**src/rtl/rv_ctrl_pkg.sv**
```systemverilog
// Shared definitions for the multicycle RV32I control unit.
// Holds the FSM state enum, the supported opcodes, the internal ALUOp
// encoding, the ALU_Control operation codes and the datapath mux-select
// encodings (ResultSrc, ALUSrcA, ALUSrcB, ImmSrc), plus the opcode-based
// immediate-format decode used in every state.
package rv_ctrl_pkg;

    typedef enum logic [3:0] {
        S_FETCH,
        S_DECODE,
        S_MEMADR,
        S_MEMREAD,
        S_MEMWB,
        S_MEMWRITE,
        S_EXECR,
        S_EXECI,
        S_ALUWB,
        S_BRANCH,
        S_JAL,
        S_FAULT
    } state_t;

    // Supported opcodes (Instr[6:0])
    localparam logic [6:0] OP_LW     = 7'b0000011;
    localparam logic [6:0] OP_SW     = 7'b0100011;
    localparam logic [6:0] OP_RTYPE  = 7'b0110011;
    localparam logic [6:0] OP_ITYPE  = 7'b0010011;
    localparam logic [6:0] OP_BRANCH = 7'b1100011;
    localparam logic [6:0] OP_JAL    = 7'b1101111;

    // Branch funct3 values
    localparam logic [2:0] F3_BEQ = 3'b000;
    localparam logic [2:0] F3_BNE = 3'b001;

    // Internal ALU operation class
    typedef enum logic [1:0] {
        ALUOP_ADD   = 2'b00,
        ALUOP_SUB   = 2'b01,
        ALUOP_FUNCT = 2'b10
    } alu_op_t;

    // ALU_Control operation codes
    localparam logic [3:0] ALU_ADD = 4'b0000;
    localparam logic [3:0] ALU_SUB = 4'b0001;
    localparam logic [3:0] ALU_AND = 4'b0010;
    localparam logic [3:0] ALU_OR  = 4'b0011;
    localparam logic [3:0] ALU_SLT = 4'b0101;

    // ResultSrc
    localparam logic [1:0] RES_ALUOUT    = 2'b00;
    localparam logic [1:0] RES_DATA      = 2'b01;
    localparam logic [1:0] RES_ALURESULT = 2'b10;

    // ALUSrcA
    localparam logic [1:0] SRCA_PC    = 2'b00;
    localparam logic [1:0] SRCA_OLDPC = 2'b01;
    localparam logic [1:0] SRCA_RD1   = 2'b10;

    // ALUSrcB
    localparam logic [1:0] SRCB_RD2  = 2'b00;
    localparam logic [1:0] SRCB_IMM  = 2'b01;
    localparam logic [1:0] SRCB_FOUR = 2'b10;

    // ImmSrc
    localparam logic [1:0] IMM_I = 2'b00;
    localparam logic [1:0] IMM_S = 2'b01;
    localparam logic [1:0] IMM_B = 2'b10;
    localparam logic [1:0] IMM_J = 2'b11;

    // Immediate format depends only on the opcode; unsupported opcodes
    // fall back to the I format.
    function automatic logic [1:0] imm_src_of(input logic [6:0] opcode);
        case (opcode)
            OP_LW, OP_ITYPE: imm_src_of = IMM_I;
            OP_SW:           imm_src_of = IMM_S;
            OP_BRANCH:       imm_src_of = IMM_B;
            OP_JAL:          imm_src_of = IMM_J;
            default:         imm_src_of = IMM_I;
        endcase
    endfunction

endpackage

```
**src/rtl/alu_decoder.sv**
```systemverilog
// ALU decoder: maps the FSM's ALU operation class plus the instruction's
// funct fields to the 4-bit ALU_Control code.
// Ports:
//   alu_op      - operation class from the FSM (add / sub / decode funct)
//   funct3      - Instr[14:12]
//   funct7b5    - Instr[30]
//   opb5        - Instr[5]; distinguishes R-type (1) from I-type ALU (0)
//   alu_control - ALU operation code
module alu_decoder
    import rv_ctrl_pkg::*;
(
    input  alu_op_t    alu_op,
    input  logic [2:0] funct3,
    input  logic       funct7b5,
    input  logic       opb5,
    output logic [3:0] alu_control
);

    always_comb begin
        alu_control = ALU_ADD;
        case (alu_op)
            ALUOP_ADD: alu_control = ALU_ADD;
            ALUOP_SUB: alu_control = ALU_SUB;
            ALUOP_FUNCT: begin
                case (funct3)
                    // Instr[30] means sub only for R-type; for addi it is
                    // just an immediate bit.
                    3'b000:  alu_control = (funct7b5 && opb5) ? ALU_SUB : ALU_ADD;
                    3'b010:  alu_control = ALU_SLT;
                    3'b110:  alu_control = ALU_OR;
                    3'b111:  alu_control = ALU_AND;
                    default: alu_control = ALU_ADD;
                endcase
            end
            default: alu_control = ALU_ADD;
        endcase
    end

endmodule

```
**src/rtl/mc_control_fsm.sv**
```systemverilog
// Multicycle RV32I control unit. Steps a shared-memory datapath through
// fetch, decode, execute, memory and writeback for lw, sw, R-type,
// I-type ALU, beq/bne and jal. Memory accesses stall on MemReady and are
// bounded by a wait counter; a timeout or an unsupported instruction parks
// the FSM in FAULT until reset and raises a sticky flag.
// Ports:
//   clk, reset      - rising-edge clock, asynchronous active-high reset
//   Instr           - IR contents (opcode, funct3, funct7b5 used)
//   Zero            - ALU zero flag, used by beq/bne
//   MemReady        - memory completes the current access this cycle
//   PCWrite, AdrSrc, MemWrite, IRWrite, RegWrite - datapath enables/selects
//   ResultSrc, ALUSrcA, ALUSrcB, ImmSrc, ALU_Control - datapath mux/ALU codes
//   instr_retire    - one-cycle pulse when an instruction completes
//   illegal_instr   - sticky: unsupported opcode / branch funct3 seen
//   mem_fault       - sticky: a memory access exceeded MEM_TIMEOUT cycles
module mc_control_fsm
    import rv_ctrl_pkg::*;
#(
    parameter int MEM_TIMEOUT = 255,
    parameter int CNT_W       = 10
) (
    input  logic        clk,
    input  logic        reset,
    input  logic [31:0] Instr,
    input  logic        Zero,
    input  logic        MemReady,
    output logic        PCWrite,
    output logic        AdrSrc,
    output logic        MemWrite,
    output logic        IRWrite,
    output logic        RegWrite,
    output logic [1:0]  ResultSrc,
    output logic [1:0]  ALUSrcA,
    output logic [1:0]  ALUSrcB,
    output logic [1:0]  ImmSrc,
    output logic [3:0]  ALU_Control,
    output logic        instr_retire,
    output logic        illegal_instr,
    output logic        mem_fault
);

    // Last counter value before a stalled access is declared dead.
    localparam logic [CNT_W-1:0] TIMEOUT_LAST = CNT_W'(MEM_TIMEOUT - 1);

    state_t           state;
    state_t           state_next;
    alu_op_t          alu_op;
    logic [CNT_W-1:0] wait_cnt;
    logic             waiting;
    logic             set_illegal;
    logic             set_mem_fault;

    logic [6:0] opcode;
    logic [2:0] funct3;

    assign opcode = Instr[6:0];
    assign funct3 = Instr[14:12];

    // Instruction bits this block never looks at (register and immediate fields).
    logic unused_instr_bits;
    assign unused_instr_bits = ^{Instr[31], Instr[29:15], Instr[11:7]};

    // Next-state and output decode.
    // NOTE: every signal driven here gets a default first, so no path
    // through the case statements can leave one unassigned and infer a latch.
    always_comb begin
        state_next    = state;
        alu_op        = ALUOP_ADD;
        waiting       = 1'b0;
        set_illegal   = 1'b0;
        set_mem_fault = 1'b0;
        PCWrite       = 1'b0;
        AdrSrc        = 1'b0;
        MemWrite      = 1'b0;
        IRWrite       = 1'b0;
        RegWrite      = 1'b0;
        ResultSrc     = RES_ALUOUT;
        ALUSrcA       = SRCA_PC;
        ALUSrcB       = SRCB_RD2;
        ImmSrc        = imm_src_of(opcode);
        instr_retire  = 1'b0;

        case (state)
            S_FETCH: begin
                ALUSrcA   = SRCA_PC;
                ALUSrcB   = SRCB_FOUR;
                ResultSrc = RES_ALURESULT;
                waiting   = !MemReady;
                if (MemReady) begin
                    IRWrite    = 1'b1;
                    PCWrite    = 1'b1;
                    state_next = S_DECODE;
                end
            end
            S_DECODE: begin
                // Branch target computed here and parked in ALUOut.
                ALUSrcA = SRCA_OLDPC;
                ALUSrcB = SRCB_IMM;
                case (opcode)
                    OP_LW, OP_SW: state_next = S_MEMADR;
                    OP_RTYPE:     state_next = S_EXECR;
                    OP_ITYPE:     state_next = S_EXECI;
                    OP_BRANCH:    state_next = S_BRANCH;
                    OP_JAL:       state_next = S_JAL;
                    default: begin
                        state_next  = S_FAULT;
                        set_illegal = 1'b1;
                    end
                endcase
            end
            S_MEMADR: begin
                ALUSrcA    = SRCA_RD1;
                ALUSrcB    = SRCB_IMM;
                state_next = (opcode == OP_SW) ? S_MEMWRITE : S_MEMREAD;
            end
            S_MEMREAD: begin
                AdrSrc    = 1'b1;
                ResultSrc = RES_ALUOUT;
                waiting   = !MemReady;
                if (MemReady) state_next = S_MEMWB;
            end
            S_MEMWB: begin
                ResultSrc    = RES_DATA;
                RegWrite     = 1'b1;
                instr_retire = 1'b1;
                state_next   = S_FETCH;
            end
            S_MEMWRITE: begin
                AdrSrc    = 1'b1;
                ResultSrc = RES_ALUOUT;
                MemWrite  = 1'b1;
                waiting   = !MemReady;
                if (MemReady) begin
                    instr_retire = 1'b1;
                    state_next   = S_FETCH;
                end
            end
            S_EXECR: begin
                ALUSrcA    = SRCA_RD1;
                ALUSrcB    = SRCB_RD2;
                alu_op     = ALUOP_FUNCT;
                state_next = S_ALUWB;
            end
            S_EXECI: begin
                ALUSrcA    = SRCA_RD1;
                ALUSrcB    = SRCB_IMM;
                alu_op     = ALUOP_FUNCT;
                state_next = S_ALUWB;
            end
            S_ALUWB: begin
                ResultSrc    = RES_ALUOUT;
                RegWrite     = 1'b1;
                instr_retire = 1'b1;
                state_next   = S_FETCH;
            end
            S_BRANCH: begin
                ALUSrcA   = SRCA_RD1;
                ALUSrcB   = SRCB_RD2;
                alu_op    = ALUOP_SUB;
                ResultSrc = RES_ALUOUT;
                case (funct3)
                    F3_BEQ: begin
                        PCWrite      = Zero;
                        instr_retire = 1'b1;
                        state_next   = S_FETCH;
                    end
                    F3_BNE: begin
                        PCWrite      = !Zero;
                        instr_retire = 1'b1;
                        state_next   = S_FETCH;
                    end
                    default: begin
                        state_next  = S_FAULT;
                        set_illegal = 1'b1;
                    end
                endcase
            end
            S_JAL: begin
                // PC <- target from ALUOut; ALU computes the link value OldPC+4.
                ALUSrcA    = SRCA_OLDPC;
                ALUSrcB    = SRCB_FOUR;
                ResultSrc  = RES_ALUOUT;
                PCWrite    = 1'b1;
                state_next = S_ALUWB;
            end
            S_FAULT: begin
                state_next = S_FAULT;
            end
            default: begin
                state_next = S_FAULT;
            end
        endcase

        // A stalled access on its last allowed cycle gives up; MemReady in
        // that same cycle already cleared `waiting`, so it wins.
        if (waiting && (wait_cnt == TIMEOUT_LAST)) begin
            state_next    = S_FAULT;
            set_mem_fault = 1'b1;
        end

        // The state register already sits in FETCH during reset, which would
        // otherwise enable IRWrite/PCWrite on MemReady; hold everything low.
        if (reset) begin
            alu_op       = ALUOP_ADD;
            PCWrite      = 1'b0;
            AdrSrc       = 1'b0;
            MemWrite     = 1'b0;
            IRWrite      = 1'b0;
            RegWrite     = 1'b0;
            ResultSrc    = '0;
            ALUSrcA      = '0;
            ALUSrcB      = '0;
            ImmSrc       = '0;
            instr_retire = 1'b0;
        end
    end

    // NOTE: state and counters use non-blocking assignments so every
    // register samples the pre-edge values, independent of statement order.
    always_ff @(posedge clk or posedge reset) begin
        if (reset) begin
            state         <= S_FETCH;
            wait_cnt      <= '0;
            illegal_instr <= 1'b0;
            mem_fault     <= 1'b0;
        end else begin
            state <= state_next;
            if (state_next != state) begin
                wait_cnt <= '0;
            end else if (waiting) begin
                wait_cnt <= wait_cnt + CNT_W'(1);
            end
            illegal_instr <= illegal_instr | set_illegal;
            mem_fault     <= mem_fault | set_mem_fault;
        end
    end

    alu_decoder u_alu_decoder (
        .alu_op      (alu_op),
        .funct3      (funct3),
        .funct7b5    (Instr[30]),
        .opb5        (Instr[5]),
        .alu_control (ALU_Control)
    );

endmodule
```
**config.mk**
```make
export PLATFORM = sky130hd
export DESIGN_NAME = mc_control_fsm
export DESIGN_NICKNAME = d
export VERILOG_FILES = /design/src/rtl/rv_ctrl_pkg.sv /design/src/rtl/alu_decoder.sv /design/src/rtl/mc_control_fsm.sv
export SDC_FILE = /design/constraint.sdc
export NUM_CORES = 1
export LEC_CHECK = 0
export ABC_AREA = 0
export CAP_MARGIN = 10
export CORE_ASPECT_RATIO = 0.75
export CORE_MARGIN = 1.5
export CORE_UTILIZATION = 45
export CTS_BUF_LIST = sky130_fd_sc_hd__clkbuf_8
export DETAILED_ROUTE_END_ITERATION = 12
export PLACE_DENSITY = 0.9
export SLEW_MARGIN = 25
export SYNTH_ARGS = -nofsm -noshare
export SYNTH_HDL_FRONTEND = slang
export SYNTH_HIERARCHICAL = 1
export SYNTH_SLANG_ARGS = --single-unit
```
**constraint.sdc**
```tcl
create_clock -name clk -period 2.65 [get_ports clk]
set_input_delay 0.53 -clock clk [delete_from_list [all_inputs] [get_ports clk]]
set_output_delay 0.53 -clock clk [all_outputs]
set_load 0.005 [all_outputs]
```
==> run_results.csv, run 1 <==
group,metric,value,unit
critical_path,reg2reg_depth,8,
global_routing,grt_usage,0.2572,
global_routing,overflow,0,
drt,num_vias,1716,
place,gp_congestion,0.8811,
finish,syn2layout_area_growth,41.93,%
finish,fin_area,0.002287,mm^2
yosys,syn-num-nets,237,
timing,setup_tns,0,ns
die,chipWidth,72.10,um
timing,fin_skew,0.006065,ns
critical_path,path_class,"input port to primary output",
finish,mostFrequentLayoutCells,"30 x buf_4, 23 x clkdlybuf4s50_1, 19 x nand2_1, 19 x nor3_1",
timing,max_freq,0.3807,GHz
drt,drtAntennaViolNets,0,
timing,setup_viol,0,
yosys,ys.flop_type,"dfrtp_1",
yosys,seq_area_frac_synth,0.2484,
clock_network,htree_num_levels,1,
drt,drt_iter0_markers,88,
critical_path,cp_common_cell,"clkdlybuf4s50_1",
drt,dr.pass1.iters,4,
clock_network,numCtsBuffers,3,
power_and_ir_drop,clockPowerShare,0.114,
timing,worst_slew_pin_slew,0.4833,ns
critical_path,reg2reg_from,"state[2]",
clock_network,cts_root_buffer,"clkbuf_8",
critical_path,start_kind,"input port",
yosys,synthesis.area,0.001612,mm^2
power_and_ir_drop,p_per_area,825.1,mW/mm^2
timing,fin_crit,2.627,ns
run,drv_cap,0,
yosys,yosysWarningCount,6,
timing,hold_violations,0,
critical_path,critPathCapture,"PCWrite",
place,dp_hpwl,3385,um
finish,n_antenna_cell,0,
drt,routedWlPerCell,16.25,um
worst_hold_path,hold_class,"flop to flop",
clock_network,cts_tree,"yes",
die,core,0.003356,mm^2
critical_path,required,2.12,ns
status,outcome,"finished clean",
power_and_ir_drop,p_switching,882.6,uW
global_routing,grt_max_degree,26,
power_and_ir_drop,combPwrFrac,0.723,
global_routing,grt_pass1_vias,1650,
yosys,synth_area_leaders,"dfrtp_1 25%, nor3_1 6.5%, nand2_1 4.4%",
die,die_area,0.003953,mm^2
critical_path,setup.worst_path.start,"MemReady",
power_and_ir_drop,switching_share,0.4677,
finish,instances_no_fill,295,
yosys,synthDistinctLibCells,63,
power_and_ir_drop,leakage,0.0009746,uW
global_routing,grt_antenna_before_repair,0,
clock_network,postCtsHoldBufs,0,
place,dp.cells,290,
critical_path,reg2reg_setup_slack,0.33,ns
yosys,synth-seq-cells,16,
finish,fin_nets,296,
yosys,synth-async-reset-ratio,1.000,
yosys,synth_edf_count,0,
die,start_util,0.4802,
power_and_ir_drop,vdd_drop_max,0.3715,mV
die,die_y,54.83,um
place,placed_area,0.002148,mm^2
yosys,synth_top_cell_by_area,"dfrtp_1",
drt,drc_errors,0,
yosys,syn_inst,197,
yosys,avgSynthCellArea,8.180,um^2
clock_network,max-clock-path-buffers,2,
critical_path,rr_endpoint,"wait_cnt[6]",
finish,final_common_cell,"buf_4",
timing,post-route-period-util,0.9913,
finish,drive_gt1_frac,0.2588,
timing,holdWs,0.4757,ns
critical_path,worst-path-max-fanout,3,
drt,routed_via_density,5.817,
finish,fin_util,0.6816,
critical_path,cpPeakStageDelay,0.52,ns
global_routing,grt_first_pass_wirelength,7707,um
clock_network,path_clk_slew,0.06,ns
yosys,synth_top_area_frac,0.2484,
timing,drv_slew,0,
power_and_ir_drop,seqPwrFrac,0.163,
drt,wl,4794,um
critical_path,crit_path_top_delay_cell,"clkdlybuf4s50_1",
die,rows,18,
die,io_pins,56,
place,io_buffers,33,
critical_path,cp.arrival,2.10,ns
clock_network,clk_latency,0.25,ns
timing,maxSlewHeadroom,0.6694,
power_and_ir_drop,cell_internal_pwr,1004,uW
critical_path,worstPathCellList,"clkdlybuf4s50_1 > nand2_1 > a21oi_2 > a41oi_1 > nor3_1 > clkdlybuf4s50_1",
clock_network,clock-sinks,16,
critical_path,end_kind,"primary output",
## metal layers
metal	vias up	track usage	routed length [um]
met5	-	0	0
met4	0	0.06289	44
met3	6	0.04052	179
met2	49	0.4429	2257
met1	831	0.3438	2313
li1	830	-	-
## cells in the mapped netlist (all sizes together), types with 2 or more instances
library cell and count:
ha 4, nor2 19, or4 2, nor3 21, a21o 3, nor4 4
a22oi 2, o311ai 2, buf 6, inv 8, nand2 19, o21ai 8
a2111oi 3, dfrtp 16, xor2 7, or3 3, clkbuf 6, nor2b 3
nand4 4, nor3b 2, and2 2, a211o 2, xnor2 6, a211oi 5
nor4b 2, nand2b 4, a21oi 6, o211ai 2, nand3 5, nand3b 3
## critical path, delay by kind of cell
kind / cells / cell delay, ns
AND/OR/NAND/NOR: 2 / 0.25
AO/OA/AOI/OAI: 2 / 0.27
buffers and inverters: 2 / 1.04
## timing repair
| item | 4_1_cts | 5_1_grt |
|---|---|---|
| buffers inserted | 1 | 0 |
| setup endpoints to repair | 10 | 7 |
| resized for setup | 18 | 9 |
| pin swaps | 1 | 1 |
## cell families (layout without fill, tap and decap cells)
group                      count (synthesis)  after routing  synth area share
and+or+nand+nor                          101            101            0.3509
AOI/OAI and AO/OA                         41             41            0.2159
buffers and inverters                     21             79           0.08074
DFF                                       16             16            0.2484
xor gates and xnor gates                  13             13           0.07065
adders and majority gates                  4              4           0.03106
other                                      1              1          0.002327
## through the flow
step | setup WS (ns) | total power [uW]
2_1_floorplan | 0.2368 | 1124
3_3_place_gp | -0.4050 | 1527
3_5_place_dp | -0.4815 | 1570
4_1_cts | -0.04665 | 1813
5_1_grt | -0.03577 | 2008
6_report | 0.02302 | 1887
## power by group through the flow
| stage | Combinational, uW | Sequential, uW | Clock [uW] |
|---|---|---|---|
| 2_1_floorplan | 821 | 303 | 0 |
| 3_3_place_gp | 1220 | 305 | 0 |
| 3_5_place_dp | 1260 | 307 | 0 |
| 4_1_cts | 1290 | 304 | 220 |
| 5_1_grt | 1470 | 311 | 230 |
| 6_report | 1360 | 308 | 216 |
## final cells by class
cell class,count,area (um^2)
well taps,40,50.05
inverters,9,33.78
clock buffers,4,55.05
fillers,265,1069
repair buffers,66,593.1
flip-flops and latches,16,400.4
multi-input cells,160,1155
## registers in the layout, indices dropped and copies added, names as in the netlist
signal and cells:
state 4, mem_fault 1, illegal_instr 1, wait_cnt 10
## worst min-delay path by stage
stage / startpoint / end / cells past startpoint / slack (ns)
after floorplan: illegal_instr / illegal_instr / 1 / 0.45
after global placement: illegal_instr / illegal_instr / 1 / 0.46
after detailed placement: illegal_instr / illegal_instr / 1 / 0.45
after CTS: illegal_instr / illegal_instr / 1 / 0.47
after global routing: illegal_instr / illegal_instr / 1 / 0.49
final: illegal_instr / illegal_instr / 1 / 0.48
(Power assumes the default switching activity.)
==> run 2: changes to the inputs <==
Settings changed: CAP_MARGIN 10 to default, CORE_MARGIN 1.5 to default.
==> run 2 against run 1 <==
Effect of this change:
- largest cell class unchanged
- count of clock-buffer cells in the layout shrank 1
- clock skew decreased by 0.0038 ns
- sequential cell count did not move
- the flow now finishes with violations (design-rule violations)
- fmax is 0.98% higher
- register-to-register slack worse by 0.12 ns
- die area is 3.2% lower
- worst hold slack got worse by 0.0062 ns
- non-clock buffer count up 6
- critical endpoint unchanged
- cell count rose by 1.7%
- global-route usage increased by 0.73 points
- first-iteration DRC count rose by 25%
==> run_results.csv, run 2 (synthesis gave the netlist of run 1 again) <==
group,metric,value,unit
status,outcome,"finished, violations left",
status,failed_checks,"design-rule violations",
critical_path,cp_common_cell,"clkdlybuf4s50_1",
clock_network,cts_tree,"yes",
critical_path,reg2reg_from,"state[2]",
timing,setup_tns,0,ns
critical_path,worstPathCellList,"clkdlybuf4s50_1 > nand2_1 > a21oi_2 > a41oi_1 > nor3_1 > clkdlybuf4s50_1",
worst_hold_path,min-delay-start,"illegal_instr",
global_routing,grt_max_degree,25,
finish,n_antenna_cell,0,
global_routing,grt_usage,0.2645,
finish,fin_util,0.7054,
timing,max_freq,0.3844,GHz
timing,maxSlewHeadroom,0.6559,
power_and_ir_drop,finalPower,1987,uW
clock_network,cts_root_buffer,"clkbuf_8",
clock_network,htree_num_levels,1,
die,rows,18,
critical_path,crit_path_top_delay_cell,"clkdlybuf4s50_1",
critical_path,rr_endpoint,"wait_cnt[7]",
clock_network,max-clock-path-buffers,2,
drt,num_vias,1794,
die,die_y,53.83,um
die,io_pins,56,
global_routing,grt_antenna_before_repair,0,
critical_path,start_kind,"input port",
timing,hold_violations,0,
power_and_ir_drop,leakage,0.0009866,uW
clock_network,numCtsBuffers,3,
drt,routedWlPerCell,16.36,um
die,chipWidth,71.10,um
global_routing,grt_pass1_vias,1625,
critical_path,required,2.12,ns
die,die_area,0.003827,mm^2
drt,wl,4908,um
critical_path,worst-path-max-fanout,3,
power_and_ir_drop,p_per_area,839.4,mW/mm^2
die,start_util,0.4802,
drt,drc_errors,2,
drt,drt_iter0_markers,110,
critical_path,reg2reg_depth,10,
finish,syn2layout_area_growth,46.89,%
critical_path,end_kind,"primary output",
timing,fin_skew,0.002274,ns
place,dp_hpwl,3375,um
power_and_ir_drop,vdd_drop_max,0.3679,mV
finish,final_common_cell,"buf_4",
run,drv_cap,0,
finish,reg_top3,"wait_cnt: 10 flops, state: 4 flops",
critical_path,cpPeakStageDelay,0.54,ns
finish,mostFrequentLayoutCells,"33 x buf_4, 26 x clkdlybuf4s50_1, 19 x nor3_1",
drt,dr.pass1.iters,8,
global_routing,overflow,0,
finish,largest_register_ffs,10,
finish,drive_gt1_frac,0.2923,
critical_path,path_class,"input port to primary output",
finish,regMostFlops,"wait_cnt",
critical_path,cp.arrival,2.07,ns
clock_network,path_clk_slew,0.05,ns
timing,worst_slew_pin_slew,0.5032,ns
worst_hold_path,hold_path_depth,1,
timing,setup_viol,0,
drt,drtAntennaViolNets,0,
critical_path,reg2reg_setup_slack,0.21,ns
timing,fin_crit,2.602,ns
place,gp_congestion,0.8628,
timing,drv_slew,0,
worst_hold_path,min_to,"illegal_instr",
place,io_buffers,33,
worst_hold_path,hold_class,"flop to flop",
finish,fin_nets,302,
clock_network,clk_latency,0.24,ns
drt,routed_via_density,5.980,
clock_network,clock-sinks,16,
clock_network,postCtsHoldBufs,0,
timing,post-route-period-util,0.9817,
global_routing,grt_first_pass_wirelength,7700,um
die,core,0.003356,mm^2
## run 2: how the worst max path moves through the flow
stage / from / to / slack, ns
6_report: MemReady / PCWrite / 0.05
3_3_place_gp: reset / ALU_Control[2] / -0.40
4_1_cts: reset / ALU_Control[0] / -0.03
3_5_place_dp: reset / ALU_Control[2] / -0.49
2_1_floorplan: state[2] / ALU_Control[2] / 0.24
5_1_grt: state[0] / ALUSrcA[1] / -0.03
## run 2: metal layers
layer / GRT usage / part of all wire / routed length [um]
met5: 0 / 0 / 0
met4: 0.06000 / 0.024 / 116
met3: 0.05056 / 0.068 / 335
met2: 0.4535 / 0.45 / 2213
met1: 0.3525 / 0.46 / 2243
## run 2: cell type report
type,instances,area (um^2)
clock buffers,3,41.29
fillers,254,988.4
inverters,9,33.78
multi-input cells,160,1174
flip-flops and latches,16,401.6
well taps,40,50.05
repair buffers,72,666.9
## run 2: stage by stage
stage | hold WS (ns) | instances | setup slack [ns] | instance area, um^2
floorplan | 0.4510 | 197 | 0.2368 | 1612
global placement | 0.4546 | 288 | -0.3951 | 2146
detailed placement | 0.4484 | 288 | -0.4868 | 2146
CTS | 0.4717 | 296 | -0.03308 | 2273
global route | 0.4910 | 300 | -0.02822 | 2367
finish | 0.4694 | 300 | 0.04848 | 2367
## run 2: power breakdown
group,leakage [uW],switching (uW),internal [uW],total [uW]
clock network,0.0000216,73.9,101,174
registers,0.000210,41.9,279,321
logic,0.000755,799,693,1490
total,0.000987,915,1070,1990
## run 2: what timing repair did
action | CTS | global route
pin swaps | 3 | 2
gates resized for setup | 21 | 16
buffers inserted | 6 | 5
setup endpoints to repair | 10 | 10
## run 2: critical path, delay by kind of cell
kind	cells	cell delay [ns]
and+or+nand+nor	2	0.24
buffers and inverters	2	1.06
AOI/OAI and AO/OA	2	0.25
==> run 3: changes to the inputs <==
Settings changed: RECOVER_POWER from default to 100, SLEW_MARGIN 25 to default.
==> run 3 against run 2 <==
Effect of this change:
- the run still ends with design-rule violations left
- routed wire length increased by 0.18%
- clock skew about the same
- count of clock-buffer cells in the layout unchanged
- worst hold slack lost 0.0061 ns
- cell count unchanged
- die area unchanged
- total power decreased by 0.66%
- via count shrank 0.78%
- sequential cell count unchanged
- critical path type unchanged
- critical endpoint unchanged
- highest routed layer unchanged
==> run_results.csv, run 3 (synthesis gave the netlist of run 1 again) <==
group,metric,value,unit
clock_network,numCtsBuffers,3,
drt,routedWlPerCell,16.39,um
critical_path,cp_num_buf_inv,3,
critical_path,worstPathCellList,"clkdlybuf4s50_1 > buf_4 > nor2_2 > a41oi_1 > nor3_1 > clkdlybuf4s50_1",
drt,drtAntennaViolNets,0,
finish,n_fill_cell,264,
place,dp_hpwl,3375,um
drt,dr.pass1.iters,8,
clock_network,path_clk_slew,0.05,ns
place,gp_congestion,0.8628,
finish,drive_gt1_frac,0.2654,
critical_path,path_delay_family,"buffers and inverters",
finish,final_common_cell,"buf_4",
finish,syn2layout_area_growth,45.26,%
power_and_ir_drop,p_per_area,843.3,mW/mm^2
power_and_ir_drop,combPwrFrac,0.749,
drt,num_vias,1780,
power_and_ir_drop,seqPwrFrac,0.163,
timing,setup_viol,0,
power_and_ir_drop,p_switching,909.7,uW
global_routing,grt_first_pass_wirelength,7700,um
global_routing,grt_antenna_before_repair,0,
finish,mostFrequentLayoutCells,"29 x buf_4, 20 x nor3_1, 19 x clkdlybuf4s50_1",
die,io_pins,56,
die,die_y,53.83,um
die,start_util,0.4802,
finish,multi_input_comb_area,0.001164,mm^2
clock_network,max-clock-path-buffers,2,
clock_network,clock-sinks,16,
critical_path,start_kind,"input port",
clock_network,htree_num_levels,1,
drt,drt_iter0_markers,101,
global_routing,grt_usage,0.2645,
die,rows,18,
die,die_area,0.003827,mm^2
place,dp.cells,288,
timing,max_freq,0.3870,GHz
critical_path,crit_path_top_delay_cell,"clkdlybuf4s50_1",
critical_path,cp_common_cell,"clkdlybuf4s50_1",
status,failed_checks,"design-rule violations",
clock_network,cts_root_buffer,"clkbuf_8",
timing,drv_slew,0,
power_and_ir_drop,clockPowerShare,0.088,
status,outcome,"finished, violations left",
finish,reg_top3,"wait_cnt: 10 flops, state: 4 flops",
finish,n_antenna_cell,0,
drt,highest_layer,"met4",
drt,drt-met1-wl,2242,um
global_routing,grt_max_degree,25,
timing,hold_violations,0,
timing,setup_slack,0.06576,ns
finish,regArea,401.6,um^2
finish,instances_no_fill,300,
power_and_ir_drop,leakage,0.0009587,uW
critical_path,path_class,"input port to primary output",
critical_path,worst-path-max-fanout,5,
timing,maxSlewHeadroom,0.4474,
clock_network,clk_latency,0.24,ns
place,io_buffers,33,
critical_path,cp.arrival,2.05,ns
drt,routed_via_density,5.933,
drt,wl,4917,um
power_and_ir_drop,cell_internal_pwr,1064,uW
timing,worst_slew_pin_slew,0.8289,ns
drt,wl_met3,347,um
finish,fin_nets,302,
place,pre_cts_slack,-0.4868,ns
power_and_ir_drop,vdd_drop_max,0.3687,mV
power_and_ir_drop,switching_share,0.4608,
timing,fin_skew,0.002443,ns
run,drv_cap,0,
critical_path,cpPeakStageDelay,0.54,ns
drt,dr_wl_met2,2251,um
die,chipWidth,71.10,um
critical_path,required,2.12,ns
global_routing,overflow,0,
finish,largest_register_ffs,10,
timing,fin_crit,2.584,ns
clock_network,cts_tree,"yes",
critical_path,end_kind,"primary output",
die,core,0.003356,mm^2
worst_hold_path,hold_class,"flop to flop",
timing,post-route-period-util,0.9752,
drt,drc_errors,4,
global_routing,grt_pass1_vias,1625,
finish,regMostFlops,"wait_cnt",
==> run 3: cell types whose count changed in the layout (fill, tap and decap cells not counted), sizes merged <==
cell	delta
buf	-5
clkbuf	+5
clkdlybuf4s25	+1
clkdlybuf4s50	-7
dlygate4sd3	+7
dlymetal6s2s	-1
==> run 3: worst reg2reg max path: stages, from the launching register on <==
cell and delay (ns):
dfrtp_2 0.45, buf_4 0.15, buf_6 0.11, buf_4 0.16, nor2_1 0.25, nand2_1 0.16
a211o_2 0.31, a211oi_2 0.31, o31ai_4 0.13, buf_12 0.16, nor3_1 0.20
==> run 3: power groups by stage <==
stage                     logic (uW)  registers [uW]  clock network [uW]
after floorplan                  821             303                   0
after global placement          1230             303                   0
after detailed placement        1260             304                   0
after CTS                       1320             308                 183
after global routing            1590             323                 194
final                           1480             321                 174
==> run 3: area by class of cell <==
cell class                      instances  share of cell area
Timing Repair Buffer                   72              0.2779
Inverter                                9             0.01443
Multi-Input combinational cell        160              0.4971
Tap cell                               40             0.02138
Clock buffer                            3             0.01764
Sequential cell                        16              0.1716
==> run 3: metrics by stage <==
step           power [uW]  TNS (ns)  hold WS [ns]  utilization  cell area (um^2)
4_1_cts              1813  -0.03308        0.4717       0.6775              2273
5_1_grt              2104  -0.02822        0.4856       0.6976              2341
3_5_place_dp         1567    -2.592        0.4484       0.6394              2146
3_3_place_gp         1532    -2.160        0.4546       0.6394              2146
2_1_floorplan        1124         0        0.4510            -              1612
6_report             1974         0        0.4633       0.6976              2341
==> run 3: repair_timing <==
| item | 4_1_cts | 5_1_grt |
|---|---|---|
| pin swaps | 3 | 2 |
| buffers inserted | 6 | 5 |
| hold buffers | 0 | 0 |
| endpoints found under the setup margin | 10 | 10 |
| gates cloned | 0 | 0 |
| gates resized for setup | 21 | 16 |
| endpoints found under the hold margin | 0 | 0 |
==> run 3: metal layers <==
| layer | vias to the layer above | track usage |
|---|---|---|
| met5 | - | 0 |
| met4 | 0 | 0.06000 |
| met3 | 10 | 0.05056 |
| met2 | 73 | 0.4535 |
| met1 | 848 | 0.3525 |
| li1 | 849 | - |
==> run 3: final timing paths <==
path | start | endpoint | slack (ns) | cells past startpoint
setup / recovery | Instr[14] | PCWrite | 0.07 | 6
hold / removal | illegal_instr | illegal_instr | 0.46 | 1
setup reg to reg | state[2] | wait_cnt[7] | 0.19 | 10
hold reg to reg | illegal_instr | illegal_instr | 0.46 | 1
max in group asynchronous | reset | state[2] | 1.24 | 4
min in group asynchronous | reset | wait_cnt[3] | 0.84 | 4
